<file path="src/rtl/cobra_core_pipe.sv">
// cobra_core_pipe: single-issue sequencer core with handshaked I/O,
// a 1-deep output buffer, relative branches and a halt state.

module ALU_RiscV #(
  parameter int W = 32
) (
  input  logic [4:0]   operation,
  input  logic [W-1:0] operand_A,
  input  logic [W-1:0] operand_B,
  output logic [W-1:0] result,
  output logic         flag
);
  localparam int SW = $clog2(W);

  logic [SW-1:0] sh;
  logic          lt_s;
  logic          lt_u;

  assign sh   = operand_B[SW-1:0];
  assign lt_s = $signed(operand_A) < $signed(operand_B);
  assign lt_u = operand_A < operand_B;

  always_comb begin
    result = '0;
    flag   = 1'b0;
    case (operation)
      5'b00000: result = operand_A + operand_B;
      5'b01000: result = operand_A - operand_B;
      5'b00001: result = operand_A << sh;
      5'b00010: result = {{(W-1){1'b0}}, lt_s};
      5'b00011: result = {{(W-1){1'b0}}, lt_u};
      5'b00100: result = operand_A ^ operand_B;
      5'b00101: result = operand_A >> sh;
      5'b01101: result = $unsigned($signed(operand_A) >>> sh);
      5'b00110: result = operand_A | operand_B;
      5'b00111: result = operand_A & operand_B;
      5'b11000: flag = operand_A == operand_B;
      5'b11001: flag = operand_A != operand_B;
      5'b11100: flag = lt_s;
      5'b11101: flag = !lt_s;
      5'b11110: flag = lt_u;
      5'b11111: flag = !lt_u;
      default:  result = '0;
    endcase
  end
endmodule

module cobra_core_pipe #(
  parameter int XLEN    = 32,
  parameter int PC_W    = 8,
  parameter int RF_ZERO = 1
) (
  input  logic            clk,
  input  logic            reset,
  output logic [PC_W-1:0] imem_addr,
  input  logic [31:0]     imem_rdata,
  input  logic [XLEN-1:0] in_data,
  input  logic            in_valid,
  output logic            in_ready,
  output logic [XLEN-1:0] out_data,
  output logic            out_valid,
  input  logic            out_ready,
  output logic            halted,
  output logic [31:0]     instret
);
  typedef enum logic {RUN, HALT} state_e;

  state_e          state_q, state_d;
  logic [PC_W-1:0] pc_q, pc_d;
  logic [XLEN-1:0] out_data_q, out_data_d;
  logic            out_valid_q, out_valid_d;
  logic [31:0]     instret_q, instret_d;
  logic [XLEN-1:0] rf_q [32];

  logic            b_f, c_f;
  logic [1:0]      ws;
  logic [4:0]      op, ra1, ra2, wa;
  logic [7:0]      off;

  assign {b_f, c_f, ws, op, ra1, ra2, off, wa} = imem_rdata;

  logic [XLEN-1:0] rd1, rd2, alu_res, k_val, wr_data;
  logic            alu_flag;

  assign rd1 = (RF_ZERO != 0 && ra1 == 5'd0) ? '0 : rf_q[ra1];
  assign rd2 = (RF_ZERO != 0 && ra2 == 5'd0) ? '0 : rf_q[ra2];
  assign k_val = {{(XLEN-23){imem_rdata[27]}}, imem_rdata[27:5]};

  ALU_RiscV #(.W(XLEN)) u_alu (
    .operation (op),
    .operand_A (rd1),
    .operand_B (rd2),
    .result    (alu_res),
    .flag      (alu_flag)
  );

  logic run, need_in, need_out, out_busy;
  logic stall, retire, taken, do_halt, wr_en;
  logic [PC_W-1:0] off_ext;

  assign run      = state_q == RUN;
  assign need_in  = ws == 2'b01;
  assign need_out = b_f & c_f;
  assign out_busy = out_valid_q & !out_ready;
  assign stall    = (need_in & !in_valid) | (need_out & out_busy);
  assign retire   = run & !stall;
  assign in_ready = !reset & run & need_in & !(need_out & out_busy);

  // Offset is 8-bit two's complement; the cast widens or truncates to PC_W.
  assign off_ext = PC_W'($signed(off));
  assign taken   = (!b_f & c_f & alu_flag) | (b_f & !c_f);
  assign do_halt = retire & b_f & !c_f & (off == 8'd0);
  assign wr_en   = retire & (ws != 2'b00)
                 & !(RF_ZERO != 0 && wa == 5'd0);

  always_comb begin
    wr_data = alu_res;
    unique case (ws)
      2'b01:   wr_data = in_data;
      2'b10:   wr_data = k_val;
      default: wr_data = alu_res;
    endcase
  end

  always_comb begin
    state_d     = state_q;
    pc_d        = pc_q;
    instret_d   = instret_q;
    out_data_d  = out_data_q;
    out_valid_d = out_valid_q & !out_ready;
    if (retire) begin
      pc_d      = taken ? pc_q + off_ext : pc_q + 1'b1;
      instret_d = instret_q + 32'd1;
      if (need_out) begin
        out_data_d  = rd1;
        out_valid_d = 1'b1;
      end
      if (do_halt) state_d = HALT;
    end
  end

  always_ff @(posedge clk) begin
    if (reset) begin
      state_q     <= RUN;
      pc_q        <= '0;
      instret_q   <= '0;
      out_data_q  <= '0;
      out_valid_q <= 1'b0;
      for (int i = 0; i < 32; i++) rf_q[i] <= '0;
    end else begin
      state_q     <= state_d;
      pc_q        <= pc_d;
      instret_q   <= instret_d;
      out_data_q  <= out_data_d;
      out_valid_q <= out_valid_d;
      if (wr_en) rf_q[wa] <= wr_data;
    end
  end

  assign imem_addr = pc_q;
  assign out_data  = out_data_q;
  assign out_valid = out_valid_q;
  assign halted    = state_q == HALT;
  assign instret   = instret_q;
endmodule

</file>
<file path="config.mk">
export PLATFORM = sky130hd
export DESIGN_NAME = cobra_core_pipe
export DESIGN_NICKNAME = d
export VERILOG_FILES = /design/src/rtl/cobra_core_pipe.sv
export SDC_FILE = /design/constraint.sdc
export NUM_CORES = 2
export LEC_CHECK = 0
export CAP_MARGIN = 15
export CORE_AREA = 2 2 380 382
export DETAILED_ROUTE_END_ITERATION = 7
export DIE_AREA = 0 0 382 384
export MAX_ROUTING_LAYER = met4
export SLEW_MARGIN = 20
export SYNTH_ARGS = -nofsm -noshare
export SYNTH_HDL_FRONTEND = slang
export SYNTH_HIERARCHICAL = 1
export SYNTH_SLANG_ARGS = --single-unit
</file>
<file path="constraint.sdc">
create_clock -name clk -period 16.9 [get_ports clk]
set_input_delay 2.535 -clock clk [delete_from_list [all_inputs] [get_ports clk]]
set_output_delay 2.535 -clock clk [all_outputs]
set_load 0.05 [all_outputs]
</file>
==> metrics.cfg <==
[global_routing]
grt_pass1_vias=46638
grt_max_degree=82
grt_overflow=0
antenna_found_initial=11
busiest_layer=met2
use_met1=0.450
grt_pass1_wl_um=344000
grt_use_met3=0.0821
use_met2=0.503
track_usage=0.339

[floorplanning]
die_x_um=382
ios=143
core_area_um2=143000
initial_core_util=0.446
die_height_um=384
die-area_um2=147000
row_count=139

[clock_tree]
clock_latency_ns=0.80
cts_num_sinks=1098
postCtsHoldBufs=0
postCtsSetupBuffers=0
cts_tree=done
cts_max_level=3
clk_pin_slew_ns=0.07
cts_root_buf=clkbuf_16
cts_buffers=116
clock_path_buffers=3
post_cts_resized=0

[sta]
worst_pin_slew_ns=1.22
slew_violations=0
fin_skew_ns=0.0589
final-setup-viol-count=0
post-route-min-period_ns=11.00
relSlewSlack=0.177
period_share=0.651
clock.fmax_mhz=90.9
finalSetupTns_ns=0
rsz0062_at_grt=false
hold_viol_final=0
timing.final.ws_setup_ns=5.90
hold_ws_ns=0.460

[logic_synthesis]
synthCells=5288
netlist_area_um2=63700
yosys.cell_types.count=92
avgSynthCellArea_um2=12.0
ys.flop_type=edfxtp_1
synth_adder_area_share=0.0222
synth_top_area_frac=0.483
synth_mux_area_frac=0.222
yosysTopAreaCell=edfxtp_1
synth_edf_count=1024
ys_seq_elements=1098
synth-xor-area-share=0.00701
synthSimpleGateAreaFrac=0.116
synth_compound_area_frac=0.0875
async_flop_share=0
ys_warn_count=6
ys_seq_area_frac=0.506
synth_top_family_by_area=multiplexers
ys_top_cells_by_area=edfxtp_1 (48%), mux4_2 (19%), nor2_1 (7.4%), mux2i_1 (2.7%), clkbuf_1 (2.3%)

[pwr]
internal-power_mw=5.02
leakage_nw=24.9
seqPwrFrac=0.427
swShare=0.315
pwr-share-clk=0.349
power_frac_comb=0.224
max-vdd-ir-drop_mv=0.0839
p_per_area_nw_per_um2=103
power.net_switching_mw=2.31

[hold_path]
hp-class=reg2reg
min_from=out_data[22]$_SDFFE_PP0P_

[run]
drv_cap=0

[critical_path]
reg2reg_from=rf_q[27][0]$_SDFFCE_PN0P_
crit_buf_inv=5
cp-end-kind=register
cp_common_cell=o21ai_0
cp_top_family=compound AO/OA/AOI/OAI gates
crit_type=in2reg
path_max_fanout=33
required_ns=17.54
startpoint=imem_rdata[21]
arrival_ns=11.64
cpPeakStageDelay_ns=0.87
startpoint_type=input port
cp_slowest_cell=clkdlybuf4s50_1

[place]
dp.cells=7016
dp_slack_ns=5.40
routabilityCongestion=1.02
port_buffers=142
hpwl_um=153000
place_area_um2=67200

[finish]
fill_cells=12373
fin_area_um2=71000
regArea_um2=32200
layout.nets=5410
final_cells=7242
syn2layout_area_growth_pct=11.5
drive_above_1_share=0.194
multiInputGateArea_um2=29500

[status]
status=finished clean

[routing]
route.detailed.drc=0
num_vias=48578
drt-total-wl_um=244000
ant_nets=0
firstDrtPassIters=6
vias_per_cell=6.71
drt_iter0_drc=7752
drt-wirelength-per-cell_um=33.6

## cells by family (layout without fill, tap and decap cells)
logic type / count (synthesis) / count (layout)
compound gates: 852 / 852
xor+xnor: 51 / 51
fa+ha+maj: 111 / 111
buf+inv: 646 / 656
flops: 1098 / 1098
mux: 733 / 733
other cells: 1 / 42
simple gates: 1796 / 1796
## area by class of cell
| type | instances | share of cell area |
|---|---|---|
| antenna | 10 | 0.000352 |
| multi-input combinational | 3575 | 0.415 |
| sequential | 1098 | 0.454 |
| clock inverter | 62 | 0.00874 |
| clock buffer | 154 | 0.0439 |
| inverter | 135 | 0.00714 |
| tap | 1903 | 0.0335 |
| timing repair buffer | 305 | 0.0373 |
## power groups by stage
stage	clock (mW)	sequential, mW	combinational (mW)
finish	2.56	3.13	1.65
global route	2.68	3.14	1.72
CTS	2.58	3.13	1.60
detailed placement	0	3.18	1.59
global placement	0	3.18	1.59
floorplan	0	3.19	1.00
## Yosys cell counts, drive strengths merged (12+ instances only)
cell / instances
a211o: 16
a211oi: 92
a21o: 40
a21oi: 148
a22o: 33
a22oi: 63
a31oi: 24
and2: 16
buf: 113
clkbuf: 398
dfxtp: 74
edfxtp: 1024
ha: 108
inv: 132
mux2: 18
mux2i: 175
mux4: 540
nand2: 298
nand2b: 20
nand3: 32
nand4: 15
nor2: 1252
nor2b: 20
nor3: 42
nor4: 20
o211ai: 23
o21a: 12
o21ai: 228
o221ai: 43
o22ai: 46
o31ai: 18
or3: 26
xnor2: 42
## sequential cells by signal, summed over array words and instances, names as in the netlist
register   cells
out_valid      1
imem_addr      8
out_data      32
halted         1
instret       32
rf_q        1024
## placed cells by master, fill, tap and decap left out, types with 23 or more instances in the layout
master and instances:
a211oi_1 91, a21o_1 40, a21oi_1 147, a22o_1 33, a22oi_1 63, a31oi_1 23
buf_4 165, clkbuf_1 33, clkbuf_16 118, clkdlybuf4s50_1 130, clkinv_1 25, conb_1 32
dfxtp_1 74, edfxtp_1 1024, ha_1 107, inv_1 131, mux2i_1 175, mux4_2 540
nand2_1 236, nand2_2 62, nand3_1 32, nor2_1 1251, nor3_1 39, o21ai_0 190
o21ai_2 31, o221ai_1 43, o22ai_1 46, xnor2_1 42
## metal layers
metal / vias to the layer above / part of all wire / wire length (um)
met5: - / 0 / 0
met2: 3525 / 0.45 / 110000
met1: 24679 / 0.38 / 91500
met3: 572 / 0.13 / 32200
met4: 0 / 0.042 / 10300
li1: 19802 / - / -
## path summary, 6_finish.rpt
check                              endpoint  slack (ns)  cells past startpoint
hold reg to reg   out_data[22]$_SDFFE_PP0P_        0.46                      2
hold / removal    out_data[22]$_SDFFE_PP0P_        0.46                      2
setup / recovery  imem_addr[7]$_SDFFE_PP0N_        5.90                     28
setup reg to reg  imem_addr[7]$_SDFFE_PP0N_        8.83                     28
## worst register-to-register path: cells and delay by family (launching register included)
kind | cells | cell delay [ns]
AO/OA/AOI/OAI | 12 | 3.99
XOR/XNOR | 1 | 0.10
adder cells (fa/ha/maj) | 3 | 0.80
buffers and inverters | 3 | 0.29
flip-flops | 1 | 0.37
multiplexers | 4 | 1.56
AND/OR/NAND/NOR | 5 | 0.83
## through the flow
step	util	total power, mW
finish	0.497	7.33
global placement	0.471	4.77
detailed placement	0.471	4.78
floorplan	-	4.19
CTS	0.497	7.30
global route	0.497	7.53
Power figures use the tool's default switching activity.
